<file path="src/rtl/rmii_frame_tx.sv">
// rmii_frame_tx: RMII-side Ethernet frame transmitter (PHY clock domain).
// Accepts one 128-bit payload word per frame from a show-ahead source and
// serialises preamble, SFD, header, payload, zero pad and FCS as dibits.
// Optional build macro RMII_TX_10M_EN selects 10 Mb/s RMII timing: each
// dibit is held for 10 clk cycles by a 4-bit prescaler. Without it, the
// block runs at 100 Mb/s (one dibit per clk) and has no prescaler.
`timescale 1ns/1ps
module rmii_frame_tx #(
  parameter logic [47:0] SRC_MAC   = 48'hAE6176545AD6,
  parameter logic [15:0] ETH_TYPE  = 16'hC0DE,
  parameter int unsigned IFG_BYTES = 12
) (
  input  logic         clk,
  input  logic         rst,
  input  logic         valid,
  input  logic [127:0] data,
  input  logic [47:0]  dst_mac,
  output logic         ready,
  output logic [1:0]   tx_d,
  output logic         tx_en
);

  // Handshake: a word transfers on a rising clk edge where valid && ready.
  // ready is registered and high only while the FSM idles; data/dst_mac are
  // sampled only in that transfer cycle, and valid at any other time is ignored.

  typedef enum logic [2:0] {
    S_IDLE, S_PRE, S_SFD, S_HDR, S_PAY, S_PAD, S_FCS, S_IFG
  } state_t;

  // state/byte_cnt/dib_cnt describe the dibit slot currently on tx_d
  state_t        state;
  logic [6:0]    byte_cnt;
  logic [1:0]    dib_cnt;
  logic [31:0]   crc;
  logic [127:0]  pay_q;
  logic [47:0]   dst_q;

  state_t        nxt_state;
  logic [6:0]    nxt_byte;
  logic [1:0]    nxt_dib;
  logic          nxt_en;
  logic [1:0]    nxt_dibit;
  logic [6:0]    last_byte;
  logic [31:0]   crc_nxt;
  logic [31:0]   fcs_w;
  logic [111:0]  hdr_w;
  logic [7:0]    cur_byte;
  logic          step;
  logic          ifg_done;

  // Reflected CRC-32 advanced by one dibit, bit 0 first
  function automatic logic [31:0] crc_dibit(input logic [31:0] c, input logic [1:0] d);
    logic [31:0] r;
    r = c;
    for (int i = 0; i < 2; i++) begin
      r = (r[0] ^ d[i]) ? ((r >> 1) ^ 32'hEDB88320) : (r >> 1);
    end
    return r;
  endfunction

`ifdef RMII_TX_10M_EN
  logic [3:0] presc;

  // Prescaler: one tick every 10 clk cycles while a frame or gap is running
  always_ff @(posedge clk or negedge rst) begin
    if (!rst) begin
      presc <= '0;
    end else if (state == S_IDLE || presc == 4'd9) begin
      presc <= '0;
    end else begin
      presc <= presc + 4'd1;
    end
  end

  assign step = (presc == 4'd9);
  // Gap ends one cycle early so the ready cycle in IDLE completes the gap
  assign ifg_done = (state == S_IFG) && (byte_cnt == last_byte) &&
                    (dib_cnt == 2'd3) && (presc == 4'd8);
`else
  assign step = 1'b1;
  // Gap ends one cycle early so the ready cycle in IDLE completes the gap
  assign ifg_done = (state == S_IFG) && (byte_cnt == last_byte) && (dib_cnt == 2'd2);
`endif

  assign hdr_w = {dst_q, SRC_MAC, ETH_TYPE};
  assign fcs_w = ~crc_nxt;

  // Index of the final byte of the current state
  always_comb begin
    case (state)
      S_PRE:   last_byte = 7'd6;
      S_SFD:   last_byte = 7'd0;
      S_HDR:   last_byte = 7'd13;
      S_PAY:   last_byte = 7'd15;
      S_PAD:   last_byte = 7'd29;
      S_FCS:   last_byte = 7'd3;
      default: last_byte = 7'(IFG_BYTES - 1);
    endcase
  end

  // Next dibit slot: counters clear on every state change
  always_comb begin
    nxt_state = state;
    nxt_byte  = byte_cnt;
    nxt_dib   = dib_cnt + 2'd1;
    if (dib_cnt == 2'd3) begin
      nxt_dib = 2'd0;
      if (byte_cnt == last_byte) begin
        nxt_byte = '0;
        case (state)
          S_PRE:   nxt_state = S_SFD;
          S_SFD:   nxt_state = S_HDR;
          S_HDR:   nxt_state = S_PAY;
          S_PAY:   nxt_state = S_PAD;
          S_PAD:   nxt_state = S_FCS;
          S_FCS:   nxt_state = S_IFG;
          default: nxt_state = state;
        endcase
      end else begin
        nxt_byte = byte_cnt + 7'd1;
      end
    end
    nxt_en = (nxt_state != S_IDLE) && (nxt_state != S_IFG);
  end

  // CRC folds in the dibit on the wire; it restarts during SFD
  always_comb begin
    case (state)
      S_SFD:               crc_nxt = '1;
      S_HDR, S_PAY, S_PAD: crc_nxt = crc_dibit(crc, tx_d);
      default:             crc_nxt = crc;
    endcase
  end

  // Byte and dibit for the next slot; FCS uses the CRC including the last pad dibit
  always_comb begin
    case (nxt_state)
      S_PRE:   cur_byte = 8'h55;
      S_SFD:   cur_byte = 8'hD5;
      S_HDR:   cur_byte = hdr_w[{4'd13 - nxt_byte[3:0], 3'b111} -: 8];
      S_PAY:   cur_byte = pay_q[{~nxt_byte[3:0], 3'b111} -: 8];
      S_FCS:   cur_byte = fcs_w[{nxt_byte[1:0], 3'b000} +: 8];
      default: cur_byte = 8'h00;
    endcase
    nxt_dibit = cur_byte[{nxt_dib, 1'b0} +: 2];
  end

  // Frame FSM with registered ready/tx_en/tx_d
  always_ff @(posedge clk or negedge rst) begin
    if (!rst) begin
      state    <= S_IDLE;
      byte_cnt <= '0;
      dib_cnt  <= '0;
      crc      <= '1;
      pay_q    <= '0;
      dst_q    <= '0;
      ready    <= 1'b0;
      tx_en    <= 1'b0;
      tx_d     <= 2'b00;
    end else if (state == S_IDLE) begin
      if (valid && ready) begin
        state    <= S_PRE;
        byte_cnt <= '0;
        dib_cnt  <= '0;
        pay_q    <= data;
        dst_q    <= dst_mac;
        ready    <= 1'b0;
        tx_en    <= 1'b1;
        tx_d     <= 2'b01;
      end else begin
        ready <= 1'b1;
      end
    end else if (ifg_done) begin
      state    <= S_IDLE;
      byte_cnt <= '0;
      dib_cnt  <= '0;
      ready    <= 1'b1;
    end else if (step) begin
      state    <= nxt_state;
      byte_cnt <= nxt_byte;
      dib_cnt  <= nxt_dib;
      crc      <= crc_nxt;
      tx_en    <= nxt_en;
      tx_d     <= nxt_en ? nxt_dibit : 2'b00;
    end
  end

endmodule
</file>
<file path="config.mk">
export PLATFORM = sky130hd
export DESIGN_NAME = rmii_frame_tx
export DESIGN_NICKNAME = d
export VERILOG_FILES = /design/src/rtl/rmii_frame_tx.sv
export SDC_FILE = /design/constraint.sdc
export NUM_CORES = 1
export LEC_CHECK = 0
export ABC_CLOCK_PERIOD_IN_PS = 4400
export CORE_UTILIZATION = 54
export CTS_CLUSTER_DIAMETER = 80
export DETAILED_ROUTE_END_ITERATION = 8
export PLACE_DENSITY = 0.86
export SLEW_MARGIN = 0
export SYNTH_ARGS = -nofsm -noshare
export SYNTH_HDL_FRONTEND = slang
export SYNTH_SLANG_ARGS = --single-unit
</file>
<file path="constraint.sdc">
create_clock -name clk -period 4.4 [get_ports clk]
set_input_delay 0.44 -clock clk [delete_from_list [all_inputs] [get_ports clk]]
set_output_delay 0.44 -clock clk [all_outputs]
set_load 0.005 [all_outputs]
</file>
; ---- Word level (Yosys, flattened, before mapping)
; Cells that the tools add are included.
[totals]
out_inout_bits = 4
reg_bits = 224
[classes]
add_sub_neg = 3
eq_ne = 18
n_mux = 30
n_bitwise = 8
n_shift = 4
n_reduce_logical = 13
[op_table]
columns = cell, n
row1 = $shiftx 135x8->8, 1
row2 = $shiftx 119x8->8, 1
row3 = $mux 32, 2
row4 = $pmux 32 s2, 1
row5 = $pmux 8 s5, 1
row6 = $mux 7, 5
row7 = $not 32->32, 1
row8 = $shiftx 32x6->8, 1
row9 = $pmux 5 s6, 1
row10 = $not 13->14, 2
row11 = $eq 3x3->1 const B, 6
row12 = $pmux 3 s6, 1
row13 = $mux 2, 8
row14 = $mux 3, 5
row15 = $eq 3x2->1 const B, 4
row16 = $reduce_and 2->1, 4
row17 = $shiftx 8x4->2, 1
row18 = $add 7x1->7 const B, 1
row19 = $eq 7x7->1, 1
row20 = $eq 3x1->1 const B, 2
row21 = $mux 1, 6
row22 = $reduce_bool 3->1, 2
row23 = $eq 2x2->1 const B, 2
row24 = $logic_and 1x1->1, 4
row25 = 10 further kinds, 13

; ---- Logic depth before layout (Yosys ltp)
[logic_depth]
ltp_word = 12
ltp_mapped = 19
mapped_depth_nobuf = 15

; ---- Worst setup path before layout
; No wires, ideal clock.
[synth_path]
path_type = reg2reg
startpoint = register state[1]
endpoint = register tx_d[1]
stages_incl_launch_ff = 18
t_arrival_ns = 3.675
path_slack_ns = 0.647
n_path_buf = 6
cell_sequence = dfrtp_1 > buf_4 > xnor2_1 > or3_4 > a211oi_4 > o211a_1 > buf_2 > inv_4 > buf_2 > buf_2 > ha_1 > clkbuf_1 > clkbuf_1 > o221ai_1 > a31oi_1 > o221ai_1 > a31oi_1 > o2bb2ai_1
[synth_via]
elab_chain_cells = 12
[synth_rtl]
columns = item, line_no
row1 = start: declaration, 32  ; state_t state;
row2 = start signal: assignment, 180  ; state <= nxt_state;
row3 = "$eq 3x3->1, or another cell as far along", "91, 111"
row4 = $pmux 5 s6, 91  ; case (state)
row5 = $eq 7x7->1, "83, 109"
row6 = $mux 7, 109  ; if (byte_cnt == last_byte) begin
row7 = $mux 7, 107  ; if (dib_cnt == 2'd3) begin
row8 = $sub 4x4->4 / $not 4->4 (equally long branches), "141, 142"
row9 = $shiftx 119x8->8 / $shiftx 135x8->8 (equally long branches), "141, 142"
row10 = $pmux 8 s5, 138  ; case (nxt_state)
row11 = $shiftx 8x4->2, 146  ; nxt_dibit = cur_byte[{nxt_dib, 1'b0} +: 2];
row12 = $mux 2, 185  ; tx_d <= nxt_en ? nxt_dibit : 2'b00;
row13 = $mux 2, 174  ; end else if (ifg_done) begin
row14 = $mux 2, 161  ; end else if (state == S_IDLE) begin
row15 = end signal: assignment, 185
row16 = end: declaration, 19  ; output logic [1:0] tx_d,
; Parallel ways exist; a longest one is shown, timed or not. The select of a mux whose other input is x is not followed.
; A chain may end at the register's enable or synchronous reset.

; ---- Final worst setup path
[layout_path]
startpoint = register state[0]
endpoint = register tx_d[0]
; Same word-level chain as after synthesis.

==> results.yml <==
detailed_routing:
  wl_microns: 34580
  drtAntennaViolNets: 0
  via_count: 10560
  drc: 0
  detail_route.wl_per_cell_microns: 19.06
  drt-vias-per-instance: 5.819
  drt_iter0_drc: 968
  drt_pass1_iterations: 5
clock_network:
  cts.reportedPaths.clkPinSlew_ns: 0.06
  cts-root-buf: "clkbuf_16"
  cts_resized: 0
  post-cts-setup-buffers: 0
  cts_buffers: 24
  cts_sinks: 224
  clock_latency_ns: 0.54
  cts_tree: "done"
  hold_buffers: 0
  clockBufferDepth: 3
  cts_htree_levels: 1
sta:
  relSlewSlack_pct: 46.35
  setup_viol: 0
  fmax_mhz: 245.2
  rsz0062_at_grt: "false"
  hold_viol: 0
  slew_violations: 0
  finalSetupTns_ns: 0
  worst_slew_pin_slew_ns: 0.8048
  clock_skew_ns: 0.01816
  worst_slack_ns: 0.3221
  fin_crit_ns: 4.078
  timing.final.crit_share_pct: 92.68
global_route:
  grt-ovfl-total: 0
  antenna_found_initial: 0
  grt_first_pass_wirelength_microns: 55370
  grt_max_degree: 177
  grt_usage_pct: 32.61
  grt_pass1_vias: 10440
place:
  place.gp.congestion: 1.040
  dp_hpwl_microns: 24920
  io_buffers: 182
  pre_cts_slack_ns: 0.4822
  post_dp_cell_area_sq_mm: 0.01354
yosys:
  synth.top_cell.area_share_pct: 42.00
  syn_area_per_cell_sq_um: 8.343
  syn_area_sq_mm: 0.01144
  yosys_warnings: 0
  synth-seq-area-share_pct: 49.35
  synth_cell_types: 75
  synthFlopType: "dfrtp_1"
  syn_inst: 1371
  async_flop_share_pct: 100.0
  synth-seq-cells: 224
  synth_edf_count: 0
  syn_nets: 1556
  synth_top_cell_by_area: "dfrtp_1"
  yosysMostFrequentCell: "nand2_1"
  synth.area.top_cells: "dfrtp_1 42%, nand2_1 21%, dfstp_2 7.4%"
  yosys-top-cells-count: "636 x nand2_1, 192 x dfrtp_1, 56 x clkbuf_1"
setup_path:
  r2r_cells: 15
  crit_start: "state[0]"
  required_ns: 4.80
  rrSetupSlack_ns: 0.32
  r2r-start: "state[0]"
  worstPathMaxFanout: 18
  cp-endpoint: "tx_d[0]"
  crit_path_end_kind: "register"
  cp-start-kind: "register"
  reg2reg_to: "tx_d[0]"
  worst-setup-path-type: "reg2reg"
  worstPathArrival_ns: 4.48
finish:
  design_area_sq_mm: 0.01438
  areaGrowthSynthToFinish_pct: 25.68
  drive_gt1_share_pct: 8.679
  postLayoutCoreUtil_pct: 70.15
  n_antenna_cell: 0
  fin_nets: 1713
flow_run:
  cap_violations: 0
pwr:
  leakagePower_nw: 6.878
  peakVddDrop_uv: 236.8
  cellPowerDensity_mw_per_mm2: 303.5
floorplan:
  num_rows: 52
  die_w_microns: 147.5
  initial_utilization_pct: 55.81
  core_sq_mm: 0.02049
  die_y_microns: 147.5
  die-area_sq_mm: 0.02177
  num_io_pins: 183
outcome:
  status: "finished clean"
worst_hold_path:
  hp-class: "in2async"
-- routing by layer --
metal,share of wire [%],vias up,track usage [%]
li1,-,4868,-
met1,41,5078,43.71
met2,47,485,52.57
met3,7.3,125,5.216
met4,5.0,0,14.43
met5,0,-,0
-- how the worst min path moves through the flow --
| stage | from | endpoint | slack, ns | depth (start not counted) |
|---|---|---|---|---|
| finish | rst | byte_cnt[4] | 0.009 | 1 |
| CTS | rst | byte_cnt[4] | 0.03 | 1 |
| detailed placement | dst_q[33] | dst_q[33] | 0.46 | 2 |
| global placement | pay_q[2] | pay_q[2] | 0.46 | 2 |
| global route | rst | byte_cnt[3] | 0.06 | 1 |
| floorplan | rst | byte_cnt[0] | 0.14 | 0 |
-- critical path, cell delays in order (launching register included) --
cell and delay (ns):
dfrtp_1 0.58, or3b_1 0.47, o221ai_2 0.29, o31a_1 0.43, nand3_1 0.25, nand2_1 0.17
inv_2 0.08, ha_1 0.44, a21oi_1 0.16, o21ai_0 0.10, a221oi_1 0.33, nor2_1 0.08
a32oi_1 0.16, a311oi_1 0.07, o32ai_1 0.23, o22ai_1 0.10
-- per-stage QoR --
step | instances | power (mW) | hold WS (ns)
2_1_floorplan | 1371 | 2.100 | 0.1444
3_3_place_gp | 1772 | 2.304 | 0.4572
3_5_place_dp | 1772 | 2.305 | 0.4609
4_1_cts | 1814 | 4.378 | 0.03425
5_1_grt | 1814 | 4.482 | 0.06192
6_report | 1814 | 4.363 | 0.008910
-- layout make-up --
| type | count | area (sq um) |
|---|---|---|
| clock buffer | 35 | 711.9 |
| clock inverter | 7 | 122.6 |
| fill | 1584 | 6118 |
| inverter | 13 | 53.80 |
| multi-input combinational | 1049 | 5386 |
| sequential | 224 | 5645 |
| tap | 270 | 337.8 |
| timing repair buffer | 216 | 2118 |
-- cell usage in the layout, fill, tap and decap left out, drive strengths merged, types with 20 or more instances in the layout --
cell type and count:
o21ai 33, buf 34, nand3 20, nor2 50
clkbuf 36, xnor2 26, mux2i 30, nand2 636
dfrtp 192, a21oi 52, clkdlybuf4s50 181, dfstp 32
-- kinds of logic after synthesis --
kind of cell / after synthesis / synth area share [%]
mux: 35 / 3.314
flops: 224 / 49.35
buf+inv: 98 / 3.774
simple gates: 765 / 26.67
fa+ha+maj: 6 / 0.6563
xor+xnor: 35 / 2.877
compound gates: 208 / 13.36
-- state kept, by name, indices dropped and copies added, names as in the netlist --
register / count
pay_q: 128
state: 3
dst_q: 48
tx_en: 1
byte_cnt: 7
dib_cnt: 2
crc: 32
tx_d: 2
ready: 1
-- where the power goes --
part | internal (mW) | switching [mW] | total (mW)
clock network | 1.25 | 0.846 | 2.10
logic | 0.141 | 0.0651 | 0.206
registers | 2.06 | 0 | 2.06
total | 3.45 | 0.911 | 4.36
Note: power is estimated with default switching activity, not from simulation.
